`src/rtl/muldiv_pkg.sv`:
```
// Shared definitions for the multiply/divide sequencer: state encoding and op codes.
package muldiv_pkg;

  typedef enum logic [2:0] {
    IDLE  = 3'd0,
    INIT  = 3'd1,
    WAIT  = 3'd2,
    WRITE = 3'd3,
    ZERO  = 3'd4,
    FAULT = 3'd5
  } state_t;

  localparam logic OP_MULT = 1'b0;
  localparam logic OP_DIV  = 1'b1;

endpackage

```
`src/rtl/muldiv_sequencer.sv`:
```
// Sequences one mult/div operation: init pulse, bounded wait for the unit's stop
// flag, then Hi/Lo load, divide-by-zero or timeout report back to the control unit.
module muldiv_sequencer #(
  parameter int unsigned MULT_MAX_CYCLES = 40,
  parameter int unsigned DIV_MAX_CYCLES  = 40,
  parameter int unsigned CNT_W           = 6
) (
  input  logic clk,
  input  logic reset,
  input  logic start,
  input  logic op,
  input  logic mult_stop,
  input  logic div_stop,
  input  logic div_zero,
  output logic mult_init,
  output logic div_init,
  output logic hilo_sel,
  output logic high_load,
  output logic low_load,
  output logic busy,
  output logic done,
  output logic div_by_zero,
  output logic timeout
);
  import muldiv_pkg::*;

  localparam logic [CNT_W-1:0] MULT_MAX = CNT_W'(MULT_MAX_CYCLES);
  localparam logic [CNT_W-1:0] DIV_MAX  = CNT_W'(DIV_MAX_CYCLES);

  state_t           state, state_nxt;
  logic             op_q;
  logic [CNT_W-1:0] cnt;
  logic [CNT_W-1:0] sel_max;
  logic             sel_stop;

  // Only the selected unit's flags matter; the other unit may be left idle or noisy.
  assign sel_max  = (op_q == OP_DIV) ? DIV_MAX  : MULT_MAX;
  assign sel_stop = (op_q == OP_DIV) ? div_stop : mult_stop;

  always_ff @(posedge clk) begin
    if (!reset) state <= IDLE;
    else        state <= state_nxt;
  end

  always_ff @(posedge clk) begin
    if (!reset) begin
      op_q <= OP_MULT;
      cnt  <= '0;
    end else if (state == IDLE && start) begin
      op_q <= op;
      cnt  <= '0;
    end else if (state == WAIT && cnt != '1) begin
      cnt <= cnt + 1'b1;
    end
  end

  always_comb begin
    state_nxt = state;
    case (state)
      IDLE:  if (start) state_nxt = INIT;
      INIT:  state_nxt = WAIT;
      WAIT: begin
        // Divide-by-zero outranks a simultaneous stop; a stop outranks the timeout.
        if (op_q == OP_DIV && div_zero) state_nxt = ZERO;
        else if (sel_stop)              state_nxt = WRITE;
        else if (cnt == sel_max)        state_nxt = FAULT;
      end
      WRITE, ZERO, FAULT: state_nxt = IDLE;
      default: state_nxt = IDLE;
    endcase
  end

  always_comb begin
    mult_init   = 1'b0;
    div_init    = 1'b0;
    high_load   = 1'b0;
    low_load    = 1'b0;
    done        = 1'b0;
    div_by_zero = 1'b0;
    timeout     = 1'b0;
    busy        = (state != IDLE);
    hilo_sel    = op_q;
    case (state)
      INIT: begin
        mult_init = (op_q == OP_MULT);
        div_init  = (op_q == OP_DIV);
      end
      WRITE: begin
        high_load = 1'b1;
        low_load  = 1'b1;
        done      = 1'b1;
      end
      ZERO:    div_by_zero = 1'b1;
      FAULT:   timeout     = 1'b1;
      default: ;
    endcase
  end

endmodule

```
`config.mk`:
```
export PLATFORM = sky130hd
export DESIGN_NAME = muldiv_sequencer
export DESIGN_NICKNAME = d
export VERILOG_FILES = /design/src/rtl/muldiv_pkg.sv /design/src/rtl/muldiv_sequencer.sv
export SDC_FILE = /design/constraint.sdc
export NUM_CORES = 1
export LEC_CHECK = 0
export BUFFER_PORTS_ARGS = -buffer_cell sky130_fd_sc_hd__buf_2
export CAP_MARGIN = 20
export CORE_AREA = 2 2 39 41
export CTS_BUF_LIST = sky130_fd_sc_hd__clkbuf_2
export DETAILED_ROUTE_END_ITERATION = 8
export DIE_AREA = 0 0 41 43
export PLACE_DENSITY = 0.81
export SYNTH_ARGS = -nofsm -noshare
export SYNTH_HDL_FRONTEND = slang
export SYNTH_SLANG_ARGS = --single-unit
```
`constraint.sdc`:
```
create_clock -name clk -period 3.05 [get_ports clk]
set_clock_uncertainty 0.05 [all_clocks]
set_input_delay 0.61 -clock clk [delete_from_list [all_inputs] [get_ports clk]]
set_output_delay 0.61 -clock clk [all_outputs]
set_load 0.01 [all_outputs]
```
* After elaboration in Yosys (flattened, before gate mapping)
Cells that the tools add are included.
** Operators by class
- Multipliers :: 0
- Reduce and logical (&&, ||, !) cells :: 7
- Shift-type cells :: 0
- Divide/modulo/power cells :: 0
- Equality and inequality tests :: 9
- $lt $le $gt $ge :: 0
- Multiplexer cells :: 11
- Add/subtract/negate cells :: 1
- Bitwise gates (word level) :: 2
** Operators with widths (number)
- 2-to-1 mux 3 bit :: 4
- case mux 3 bit (3 select lines) :: 1
- adder 6 x 1 -> 6 bit, second input constant :: 1
- equality test 3 x 2 -> 1 bit, second input constant :: 2
- equality test 3 bit, second input constant :: 2
- equality test 6 bit, second input constant :: 1
- 2-to-1 mux 1 bit :: 6
- != test 6 bit, second input constant :: 1
- != test 4 x 2 -> 1 bit, second input constant :: 1
- equality test 3 x 1 -> 1 bit, second input constant :: 1
- logical AND 1 bit :: 3
- logical NOT 3 bit :: 1
- nonzero test 3 bit :: 1
- != test 2 bit, second input constant :: 1
- inverter 1 bit :: 2
- AND reduction 2 bit :: 1
- OR reduction 2 bit :: 1
** Storage, ports and cells
- Memory bits (writable) :: 0
- Register bits :: 10
- Bits of input ports :: 7
- Memories kept :: 0
- Logic and storage cells :: 33
- Bits in latches :: 0
- ROM bits :: 0

* Logic depth before layout (Yosys ltp)
- Depth after elaboration :: 5
- Mapped depth :: 5
- Gate-level depth less buffers :: 5

* Worst setup path after synthesis
No wires, ideal clock.
- Path kind :: reg-to-output
- Start point :: reg op_q (netlist: hilo_sel)
- End point :: out div_init
- Setup slack :: 1.437 ns
- Stages on the path, launching flop included :: 3
- Arrival :: 0.953 ns
- Path buffers :: 1
- Path through :: dfxtp_1 -> clkbuf_1 -> nor3b_1
** Between the ends
- Longest elaborated chain between the ends :: 1
** RTL lines
- start, declared :: RTL line muldiv_sequencer.sv:31 : logic op_q;
- start signal, assigned :: RTL line muldiv_sequencer.sv:50 : op_q <= op;
- 2-to-1 mux 1 bit :: RTL line muldiv_sequencer.sv:83 : case (state)
- end, declared :: RTL line muldiv_sequencer.sv:16 : output logic div_init,
Every way passes these cells.

* Final worst setup path
- Start point :: reg state[1]
- End point :: reg cnt[1]
** Between the ends
- Longest elaborated chain between the ends :: 3
- Elaborated cells between the ends (all ways) :: 5
- Those cells by class :: eq/ne (1); reduce/logical (4)
** RTL lines
- start, declared :: RTL line muldiv_sequencer.sv:30 : state_t state, state_nxt;
- start signal, assigned :: RTL line muldiv_sequencer.sv:42 : else state <= state_nxt;
- logical NOT 3 bit :: RTL line muldiv_sequencer.sv:49 : end else if (state == IDLE && start) begin
- logical AND 1 bit :: RTL line muldiv_sequencer.sv:49
- OR reduction 2 bit (no source line)
- end signal, assigned :: RTL line muldiv_sequencer.sv:53 : cnt <= cnt + 1'b1;
- end, declared :: RTL line muldiv_sequencer.sv:32 : logic [CNT_W-1:0] cnt;
Several ways; a longest one is shown, not always the timed one.
A chain may end at the register's enable or synchronous reset.

==> qor.csv <==
stage,metric,value,unit
global_route,total global-route track usage,0.1759,
final_layout,Antenna diodes,0,
final_layout,share of layout cells above drive strength 1,0.2326,
clock_tree,H-tree depth,1,
detailed_routing,WL per Instance,12.45,um
synth,asr flop ratio synth,0,
min_path,Hold Path End,cnt[0],
setup_path,Worst Path Required,3.19,ns
final_layout,Layout fillers,148,
power_and_ir_drop,power density cells,391.1,nW/um^2
setup_path,worst r2r src,state[1],
placed_design,Placed Cells incl. Taps,99,
detailed_routing,DRT iter0 DRCs,10,
synth,Synth top area share,0.3083,
timing,worst-margin pin slew,0.9902,ns
min_path,Worst Hold Depth,2,
timing,Tcrit/Tclk final,0.6184,
die,Starting Density,0.4693,
clock_tree,CTS resizes,0,
setup_path,CP max-delay cell,nor3b_1,
detailed_routing,Routed Antenna Nets,0,
min_path,Hold Crit Class,register to register,
global_route,global route total overflow,0,
synth,synth cell count leaders,"dfxtp_1 (10), nand3_1 (7)",
timing,Pins Over Slew Limit,0,
final_layout,multi-input logic area,384.1,um^2
setup_path,CP Capture Type,register,
clock_tree,Post-CTS Setup Inserts,0,
synth,syn_nets,84,
final_layout,area occupied by registers,200.2,um^2
global_route,vias in the first global route,510,
die,I/O pins,16,
setup_path,crit path kind,register to register,
global_route,largest net degree at the start of global routing,12,
clock_tree,CTS tree,built,
setup_path,CP peak stage delay,0.84,ns
synth,synth unique cells,33,
timing,setup TNS,0,ns
power_and_ir_drop,overall power,0.0002775,W
synth,YS warnings,0,
final_layout,Layout area overhead,9.248,%
power_and_ir_drop,worst vdd ir,0.0001746,V
timing,RSZ-0062 raised after global routing,false,
setup_path,reg2reg end,cnt[1],
clock_tree,CTS max path bufs,2,
setup_path,Critical Path Start Type,register,
die,Die H,43,um
die,DIE WIDTH,41,um
detailed_routing,vias,593,
power_and_ir_drop,Pleak,0.3096,nW
synth,"count leader, synth",dfxtp_1,
placed_design,detailed placement HPWL,955,um
timing,Final Hold Vio Count,0,
synth,Synth area leaders,"dfxtp_1 (31%), mux2i_1 (6.2%), nand3_1 (5.4%), nor3b_1 (4.6%), and4_1 (4.0%)",
synth,sequential share of the synthesized area,0.3083,
detailed_routing,vias per cell,5.814,
detailed_routing,Residual DRC,0,
die,row count,14,
placed_design,gpl congestion,0.8194,
synth,Mean Syn Cell Area,8.658,um^2
setup_path,Stages on worst setup path,3,
setup_path,Crit path max-delay family,simple AND/OR/NAND/NOR gates,
final_layout,# nets final,97,
synth,Seq cells post-synth,10,
setup_path,R2R cell count,3,
final_layout,fin cells,102,
synth,"EDFF count, synth",0,
timing,final setup violation count,0,
placed_design,Port-buffer cells,15,
run_status,status,"finished, final reports clean",
min_path,hold path startpoint,cnt[0],
run,max-cap violation count,0,
timing,Slew HR,0.3384,
die,core region area,1384,um^2
clock_tree,CTS Buf Count,3,
synth,Cells after Synth,75,
clock_tree,CTS sink count,10,
global_route,initial antenna violation count,0,
die,Die ar.,1763,um^2
setup_path,worst path buffer plus inverter count,0,
synth,leading area contributor after synthesis,dfxtp_1,
global_route,first-pass GRT wire length,2090,um
setup_path,CP cell instances,nor3b_1 -> o21a_1 -> mux2i_1,
clock_tree,"Clk Latency, worst-skew pair",0.26,ns
clock_tree,Clock transition at path regs,0.10,ns
detailed_routing,final wirelength,1270,um
clock_tree,clock tree root buffer cell,clkbuf_2,
setup_path,crit-path max FO,11,
synth,Synth Cell Area,649.4,um^2
timing,fmax,0.5302,GHz
setup_path,Worst Path Arrival,2.02,ns
setup_path,r2r setup slk,1.16,ns
synth,ys flop type,dfxtp_1,
timing,min Tclk post-route,1.886,ns
clock_tree,CTS Hold Buffers Added,0,
detailed_routing,drt first pass iters,4,
==> worst register-to-register path: cells and delay by family (launching register included) <==
kind / cells / cell delay [ns]
AOI/OAI and AO/OA: 1 / 0.28
DFF: 1 / 0.46
muxes: 1 / 0.18
and+or+nand+nor: 1 / 0.84
==> final cells by class <==
class,count,share of cell area
Tap cell,16,0.02822
Multi-Input combinational cell,54,0.5414
Sequential cell,10,0.2822
Timing Repair Buffer,15,0.1058
Clock buffer,3,0.02116
Inverter,4,0.02116
==> worst max-delay path by stage <==
| stage | startpoint | endpoint | slack, ns |
|---|---|---|---|
| final | state[1] | cnt[1] | 1.16 |
| after global routing | state[1] | cnt[4] | 0.93 |
| after floorplan | hilo_sel | div_init | 1.44 |
| after global placement | state[1] | cnt[1] | 1.27 |
| after detailed placement | state[1] | cnt[1] | 1.21 |
| after CTS | state[0] | div_init | 1.18 |
==> power by group <==
part	switching (W)	leakage, nW	internal (W)
registers	0.00000994	0.0811	0.000136
logic	0.0000315	0.216	0.0000283
clock network	0.0000448	0.0125	0.0000268
total	0.0000862	0.310	0.000191
==> layer usage <==
layer | up-vias | wire (um) | track usage | part of all wire
met4 | 0 | 33 | 0.1200 | 0.026
li1 | 301 | - | - | -
met3 | 5 | 78 | 0.03141 | 0.061
met1 | 265 | 576 | 0.2171 | 0.45
met2 | 22 | 581 | 0.2625 | 0.46
met5 | - | 0 | 0 | 0
==> cell families after synthesis <==
family / Yosys count / synth area share
adders and majority gates: 2 / 0.03853
buffers and inverters: 11 / 0.1002
DFF: 10 / 0.3083
AOI/OAI and AO/OA: 10 / 0.1137
muxes: 5 / 0.07900
and+or+nand+nor: 37 / 0.3603
==> stage by stage <==
stage	instance area, um^2	util	hold slack (ns)	worst slack [ns]
6_report	709.4	0.5127	0.4635	1.164
4_1_cts	709.4	0.5127	0.4695	1.180
3_5_place_dp	694.4	0.5018	0.4568	1.211
3_3_place_gp	694.4	0.5018	0.4485	1.269
2_1_floorplan	649.4	-	0.4219	1.437
5_1_grt	709.4	0.5127	0.5078	0.9319
==> registers in the layout, indices dropped and copies added, names as in the netlist <==
name,count
cnt,6
state,3
hilo_sel,1
==> cell usage in the layout, fill, tap and decap left out, types with 2 or more instances in the layout <==
cell type	netlist	routed
clkbuf_2	0	3
ha_1	2	2
nor3b_1	4	4
nor2_1	4	4
a21oi_1	2	2
nand4_1	2	2
dfxtp_1	10	10
and3_1	2	2
nand3_1	7	7
nand2b_1	2	2
nor3_1	3	3
nand4b_1	2	2
mux2i_1	4	4
and4_1	3	3
buf_2	1	15
nand2_1	3	3
inv_1	4	4
Power figures use the tool's default switching activity.
